`config.mk`:
```
export PLATFORM = sky130hd
export DESIGN_NAME = instr_fetch_unit
export DESIGN_NICKNAME = d
export VERILOG_FILES = /design/src/rtl/ifu_pkg.sv /design/src/rtl/ifu_sat_counter.sv /design/src/rtl/instr_fetch_unit.sv
export SDC_FILE = /design/constraint.sdc
export NUM_CORES = 1
export LEC_CHECK = 0
export CAP_MARGIN = 0
export CORE_ASPECT_RATIO = 1.2
export CORE_MARGIN = 2
export CORE_UTILIZATION = 40
export CTS_CLUSTER_DIAMETER = 120
export DETAILED_ROUTE_END_ITERATION = 16
export PLACE_DENSITY_LB_ADDON = 0.05
export SKIP_CTS_REPAIR_TIMING = 1
export SLEW_MARGIN = 20
export SYNTH_ARGS = -nofsm -noshare
export SYNTH_HDL_FRONTEND = slang
export SYNTH_SLANG_ARGS = --single-unit
```
`constraint.sdc`:
```
create_clock -name clk -period 3 [get_ports clk]
set_input_delay 0.3 -clock clk [delete_from_list [all_inputs] [get_ports clk]]
set_output_delay 0.3 -clock clk [all_outputs]
set_load 0.02 [all_outputs]
```
`src/rtl/ifu_pkg.sv`:
```
// Shared types and defaults for the instruction fetch unit.
// Holds the fetch FSM state encoding and the default datapath widths.
package ifu_pkg;

  localparam int IFU_XLEN    = 32;
  localparam int IFU_IMEM_AW = 10;
  localparam int IFU_CNT_W   = 32;

  typedef enum logic [1:0] {
    IFU_IDLE,
    IFU_REQ,
    IFU_HOLD,
    IFU_DROP
  } ifu_state_e;

  // Both REQ and DROP own an outstanding imem read.
  function automatic logic ifu_req_state(input ifu_state_e s);
    return (s == IFU_REQ) || (s == IFU_DROP);
  endfunction

endpackage

```
`src/rtl/ifu_sat_counter.sv`:
```
// Saturating up-counter with increment enable.
// Sticks at all-ones instead of wrapping.
module ifu_sat_counter #(
  parameter int W = 32
) (
  input  logic         clk,
  input  logic         rst,
  input  logic         inc,
  output logic [W-1:0] count
);

  logic [W-1:0] count_q;
  logic [W-1:0] count_d;

  always_comb begin
    count_d = count_q;
    if (inc && (count_q != '1)) begin
      count_d = count_q + W'(1);
    end
  end

  always_ff @(posedge clk or posedge rst) begin
    if (rst) begin
      count_q <= '0;
    end else begin
      count_q <= count_d;
    end
  end

  assign count = count_q;

endmodule

```
`src/rtl/instr_fetch_unit.sv`:
```
// Instruction fetch unit: reads the PC, fetches over imem req/ack, hands words to decode.
// Optional IFU_STALL_CNT_EN adds the stall_cycles counter port.
module instr_fetch_unit
  import ifu_pkg::*;
#(
  parameter int XLEN    = IFU_XLEN,
  parameter int IMEM_AW = IFU_IMEM_AW
) (
  input  logic               clk,
  input  logic               rst,
  input  logic               fetch_en,
  input  logic [XLEN-1:0]    pc_address,
  input  logic               redirect,
  output logic               inc_pc,
  output logic               imem_req,
  output logic [IMEM_AW-1:0] imem_addr,
  input  logic               imem_ack,
  input  logic [XLEN-1:0]    imem_rdata,
  output logic [XLEN-1:0]    instr,
  output logic [XLEN-1:0]    instr_pc,
  output logic               instr_valid,
  input  logic               instr_ready
`ifdef IFU_STALL_CNT_EN
  ,
  output logic [31:0]        stall_cycles
`endif
);

  ifu_state_e      state_q, state_d;
  logic [XLEN-1:0] req_pc_q, req_pc_d;
  logic [XLEN-1:0] instr_q, instr_d;
  logic [XLEN-1:0] instr_pc_q, instr_pc_d;
  logic            instr_valid_q, instr_valid_d;

  // Redirect always wins over ack and handshake, and yields exactly one inc_pc pulse.
  always_comb begin
    state_d       = state_q;
    req_pc_d      = req_pc_q;
    instr_d       = instr_q;
    instr_pc_d    = instr_pc_q;
    instr_valid_d = instr_valid_q;
    inc_pc        = 1'b0;

    unique case (state_q)
      IFU_IDLE: begin
        if (redirect) begin
          inc_pc = 1'b1;
        end else if (fetch_en) begin
          state_d  = IFU_REQ;
          req_pc_d = pc_address;
        end
      end

      IFU_REQ: begin
        if (redirect) begin
          inc_pc  = 1'b1;
          state_d = imem_ack ? IFU_IDLE : IFU_DROP;
        end else if (imem_ack) begin
          inc_pc        = 1'b1;
          instr_d       = imem_rdata;
          instr_pc_d    = req_pc_q;
          instr_valid_d = 1'b1;
          state_d       = IFU_HOLD;
        end
      end

      IFU_HOLD: begin
        if (redirect) begin
          inc_pc        = 1'b1;
          instr_valid_d = 1'b0;
          state_d       = IFU_IDLE;
        end else if (instr_ready) begin
          instr_valid_d = 1'b0;
          if (fetch_en) begin
            state_d  = IFU_REQ;
            req_pc_d = pc_address;
          end else begin
            state_d = IFU_IDLE;
          end
        end
      end

      // The orphaned read must still complete before a new address may be issued.
      IFU_DROP: begin
        if (redirect) begin
          inc_pc = 1'b1;
        end
        if (imem_ack) begin
          if (!redirect && fetch_en) begin
            state_d  = IFU_REQ;
            req_pc_d = pc_address;
          end else begin
            state_d = IFU_IDLE;
          end
        end
      end

      default: begin
        state_d = IFU_IDLE;
      end
    endcase
  end

  always_ff @(posedge clk or posedge rst) begin
    if (rst) begin
      state_q       <= IFU_IDLE;
      req_pc_q      <= '0;
      instr_q       <= '0;
      instr_pc_q    <= '0;
      instr_valid_q <= 1'b0;
    end else begin
      state_q       <= state_d;
      req_pc_q      <= req_pc_d;
      instr_q       <= instr_d;
      instr_pc_q    <= instr_pc_d;
      instr_valid_q <= instr_valid_d;
    end
  end

  assign imem_req    = ifu_req_state(state_q);
  assign imem_addr   = req_pc_q[IMEM_AW-1:0];
  assign instr       = instr_q;
  assign instr_pc    = instr_pc_q;
  assign instr_valid = instr_valid_q;

`ifdef IFU_STALL_CNT_EN
  logic stall_inc;

  // A stall is any cycle spent waiting on imem, including reads being thrown away.
  assign stall_inc = ((state_q == IFU_REQ) && !imem_ack) || (state_q == IFU_DROP);

  ifu_sat_counter #(
    .W(IFU_CNT_W)
  ) u_stall_cnt (
    .clk  (clk),
    .rst  (rst),
    .inc  (stall_inc),
    .count(stall_cycles)
  );
`endif

endmodule
```
==> impl_metrics.json <==
{
  "async_flop_share": 1.000,
  "multiInputGateArea_mm2": 0.001281,
  "antenna_found_initial": 0,
  "dp_hpwl_mm": 5.292,
  "timing.final.hold_violations": 0,
  "dr.first_iter.drc_count": 51,
  "drv_slew": 0,
  "grt_pass1_vias": 2330,
  "yosys-top-cells-area": "dfrtp_1 (62%), mux2_2 (21%), mux2_4 (5.6%)",
  "fin_util": 0.5965,
  "synth_seq_cells": 99,
  "p_per_area_mw_per_mm2": 922.3,
  "worst_slack_ns": 0.8900,
  "synth-main-ff-cell": "dfrtp_1",
  "synthTopCellsByCount": "dfrtp_1 (99), mux2_2 (76), mux2_4 (15)",
  "antenna_cells": 0,
  "gp_congestion": 0.7349,
  "syn_area_mm2": 0.003993,
  "drc": 0,
  "period_minus_slack_ns": 2.110,
  "yosys.area_share.xor_xnor": 0,
  "synth_area_leader_cell": "dfrtp_1",
  "p_switching_uw": 1616,
  "tritoncts": "yes",
  "postRouteAntennaNets": 0,
  "dieArea_mm2": 0.01080,
  "cts_sinks": 99,
  "start_util": 0.4153,
  "drt_wl_total_mm": 7.643,
  "r2r_end": "req_pc_q[5]$_DFFE_PP0P_",
  "regArea_mm2": 0.002477,
  "clk_path_buf_depth": 2,
  "rr_startpoint": "state_q[0]$_DFFE_PP0P_",
  "synth_top_area_frac": 0.6205,
  "r2r_slack_ns": 1.17,
  "combPwrFrac": 0.395,
  "synthDistinctLibCells": 23,
  "critPathArrivalTime_ns": 1.81,
  "clk-insertion-delay-late_ns": 0.34,
  "rows": 39,
  "ctsRootBufferMaster": "clkbuf_16",
  "reg2reg_depth": 4,
  "fmax_ghz": 0.4739,
  "fillers": 807,
  "core_mm2": 0.009613,
  "htreeDepth": 3,
  "status": "finished clean",
  "netlist_instances": 238,
  "gr-usage-all-layers": 0.1490,
  "synth_nets": 308,
  "leakagePower_uw": 0.002423,
  "synth_compound_area_frac": 0.01661,
  "grt_max_degree": 60,
  "hp-class": "in -> async",
  "cts_buffers": 9,
  "gr-total-overflow": 0,
  "vdd_drop_max_uv": 498.1,
  "path_clk_slew_ns": 0.06,
  "grt_pass1_wl_mm": 12.06,
  "internal_power_uw": 3672,
  "die_height_um": 113.4,
  "fin_setup_tns_ns": 0,
  "syn2layout_area_growth_pct": 43.62,
  "yosysMostFrequentCell": "dfrtp_1",
  "slew_headroom": 0.5400,
  "finalCritPeriodShare": 0.7034,
  "synth_adder_area_share": 0,
  "power_frac_seq": 0.392,
  "synthSimpleGateAreaFrac": 0.01943,
  "synth.avg_cell_area_um2": 16.78,
  "p_sw_frac": 0.3056,
  "setup_viol": 0,
  "io_pins": 147,
  "firstDrtPassIters": 4,
  "endpoint": "inc_pc",
  "portBuffers": 146,
  "pre_cts_ws_ns": 0.8357,
  "seq_area_frac_synth": 0.6205,
  "synth-edff-count": 0,
  "clkPwrFrac": 0.213,
  "critPathMaxFanout": 7,
  "die_w_um": 95.20,
  "worst_pin_slew_ns": 0.6900,
  "cp-start-kind": "register",
  "drive_above_1_share": 0.3010,
  "critical_path_class": "reg -> out",
  "vias_per_cell": 4.653,
  "finalNetCount": 447,
  "wl_per_cell_um": 15.13,
  "synth_top_family_by_area": "multiplexers",
  "cp-end-kind": "output pin",
  "critPathLaunch": "state_q[1]$_DFFE_PP0P_",
  "rsz0062_at_grt": "false",
  "yosysWarnings": 0,
  "cp.required_ns": 2.70,
  "max_cap_viol_count": 0,
  "synth.area.mux_share": 0.2849,
  "skew_ns": 0.002708,
  "routed-via-count": 2350,
  "holdWs_ns": 0.4353
}
## power by group through the flow
| stage | Combinational (µW) | Clock, µW | Sequential [µW] |
|---|---|---|---|
| floorplan | 648 | 0 | 2550 |
| global placement | 2100 | 0 | 2080 |
| detailed placement | 2110 | 0 | 2110 |
| CTS | 2120 | 1170 | 2080 |
| global route | 2210 | 1230 | 2140 |
| finish | 2090 | 1130 | 2080 |
## cell families (layout without fill, tap and decap cells)
kind of cell    after synthesis  count (layout)
compound gates               10              10
buf+inv                      25             169
flops                        99              99
mux                          96              96
simple gates                  8               8
## metal layers
layer	vias to the layer above	track usage	wire length [µm]
met5	-	0	0
met4	0	0.06957	146
met3	10	0.05218	624
met2	84	0.2286	3632
met1	1151	0.1883	3240
li1	1105	-	-
## critical path, cell delays in order (launching register included)
cell             delay (ns)
dfrtp_1                0.44
inv_1                  0.11
nand3_2                0.14
or2b_1                 0.19
clkdlybuf4s50_1        0.59
## layout make-up
type | instances | area share
Tap cell | 123 | 0.02684
Clock inverter | 5 | 0.009164
Sequential cell | 99 | 0.4320
Timing Repair Buffer | 149 | 0.2631
Clock buffer | 11 | 0.04233
Inverter | 4 | 0.003055
Multi-Input combinational cell | 114 | 0.2234
## cell usage in the layout (no fill, tap or decap), drive strengths merged
| master | count |
|---|---|
| nor2 | 1 |
| nand3 | 2 |
| buf | 3 |
| clkinvlp | 1 |
| and3 | 1 |
| nor2b | 1 |
| clkbuf | 11 |
| dfrtp | 99 |
| mux2 | 96 |
| a21boi | 1 |
| clkdlybuf4s50 | 146 |
| nand2 | 1 |
| clkinv | 3 |
| or2b | 1 |
| bufinv | 1 |
| o31ai | 1 |
| or3 | 1 |
| o21ai | 5 |
| a21oi | 3 |
| inv | 4 |
## registers in the layout (all words and copies together), names as in the netlist
| register | cells |
|---|---|
| instr | 32 |
| instr_pc | 32 |
| instr_valid | 1 |
| req_pc_q | 32 |
| state_q | 2 |
## through the flow
step | total power, µW | cell area (µm²) | std cells
6_report | 5289 | 5734 | 505
5_1_grt | 5583 | 5734 | 505
4_1_cts | 5371 | 5734 | 505
3_5_place_dp | 4219 | 5439 | 489
3_3_place_gp | 4183 | 5439 | 489
2_1_floorplan | 3200 | 3993 | 238
## how the worst min path moves through the flow
stage | endpoint | slack (ns) | startpoint | cells past startpoint
after floorplan | state_q[0]$_DFFE_PP0P_ | 0.39 | imem_ack | 1
after global placement | instr[10]$_DFFE_PP0P_ | 0.47 | instr[10]$_DFFE_PP0P_ | 1
after detailed placement | instr_pc[7]$_DFFE_PP0P_ | 0.48 | instr_pc[7]$_DFFE_PP0P_ | 1
after CTS | req_pc_q[6]$_DFFE_PP0P_ | 0.46 | rst | 2
after global routing | req_pc_q[0]$_DFFE_PP0P_ | 0.51 | rst | 2
final | req_pc_q[6]$_DFFE_PP0P_ | 0.44 | rst | 2
(Power assumes the default switching activity.)
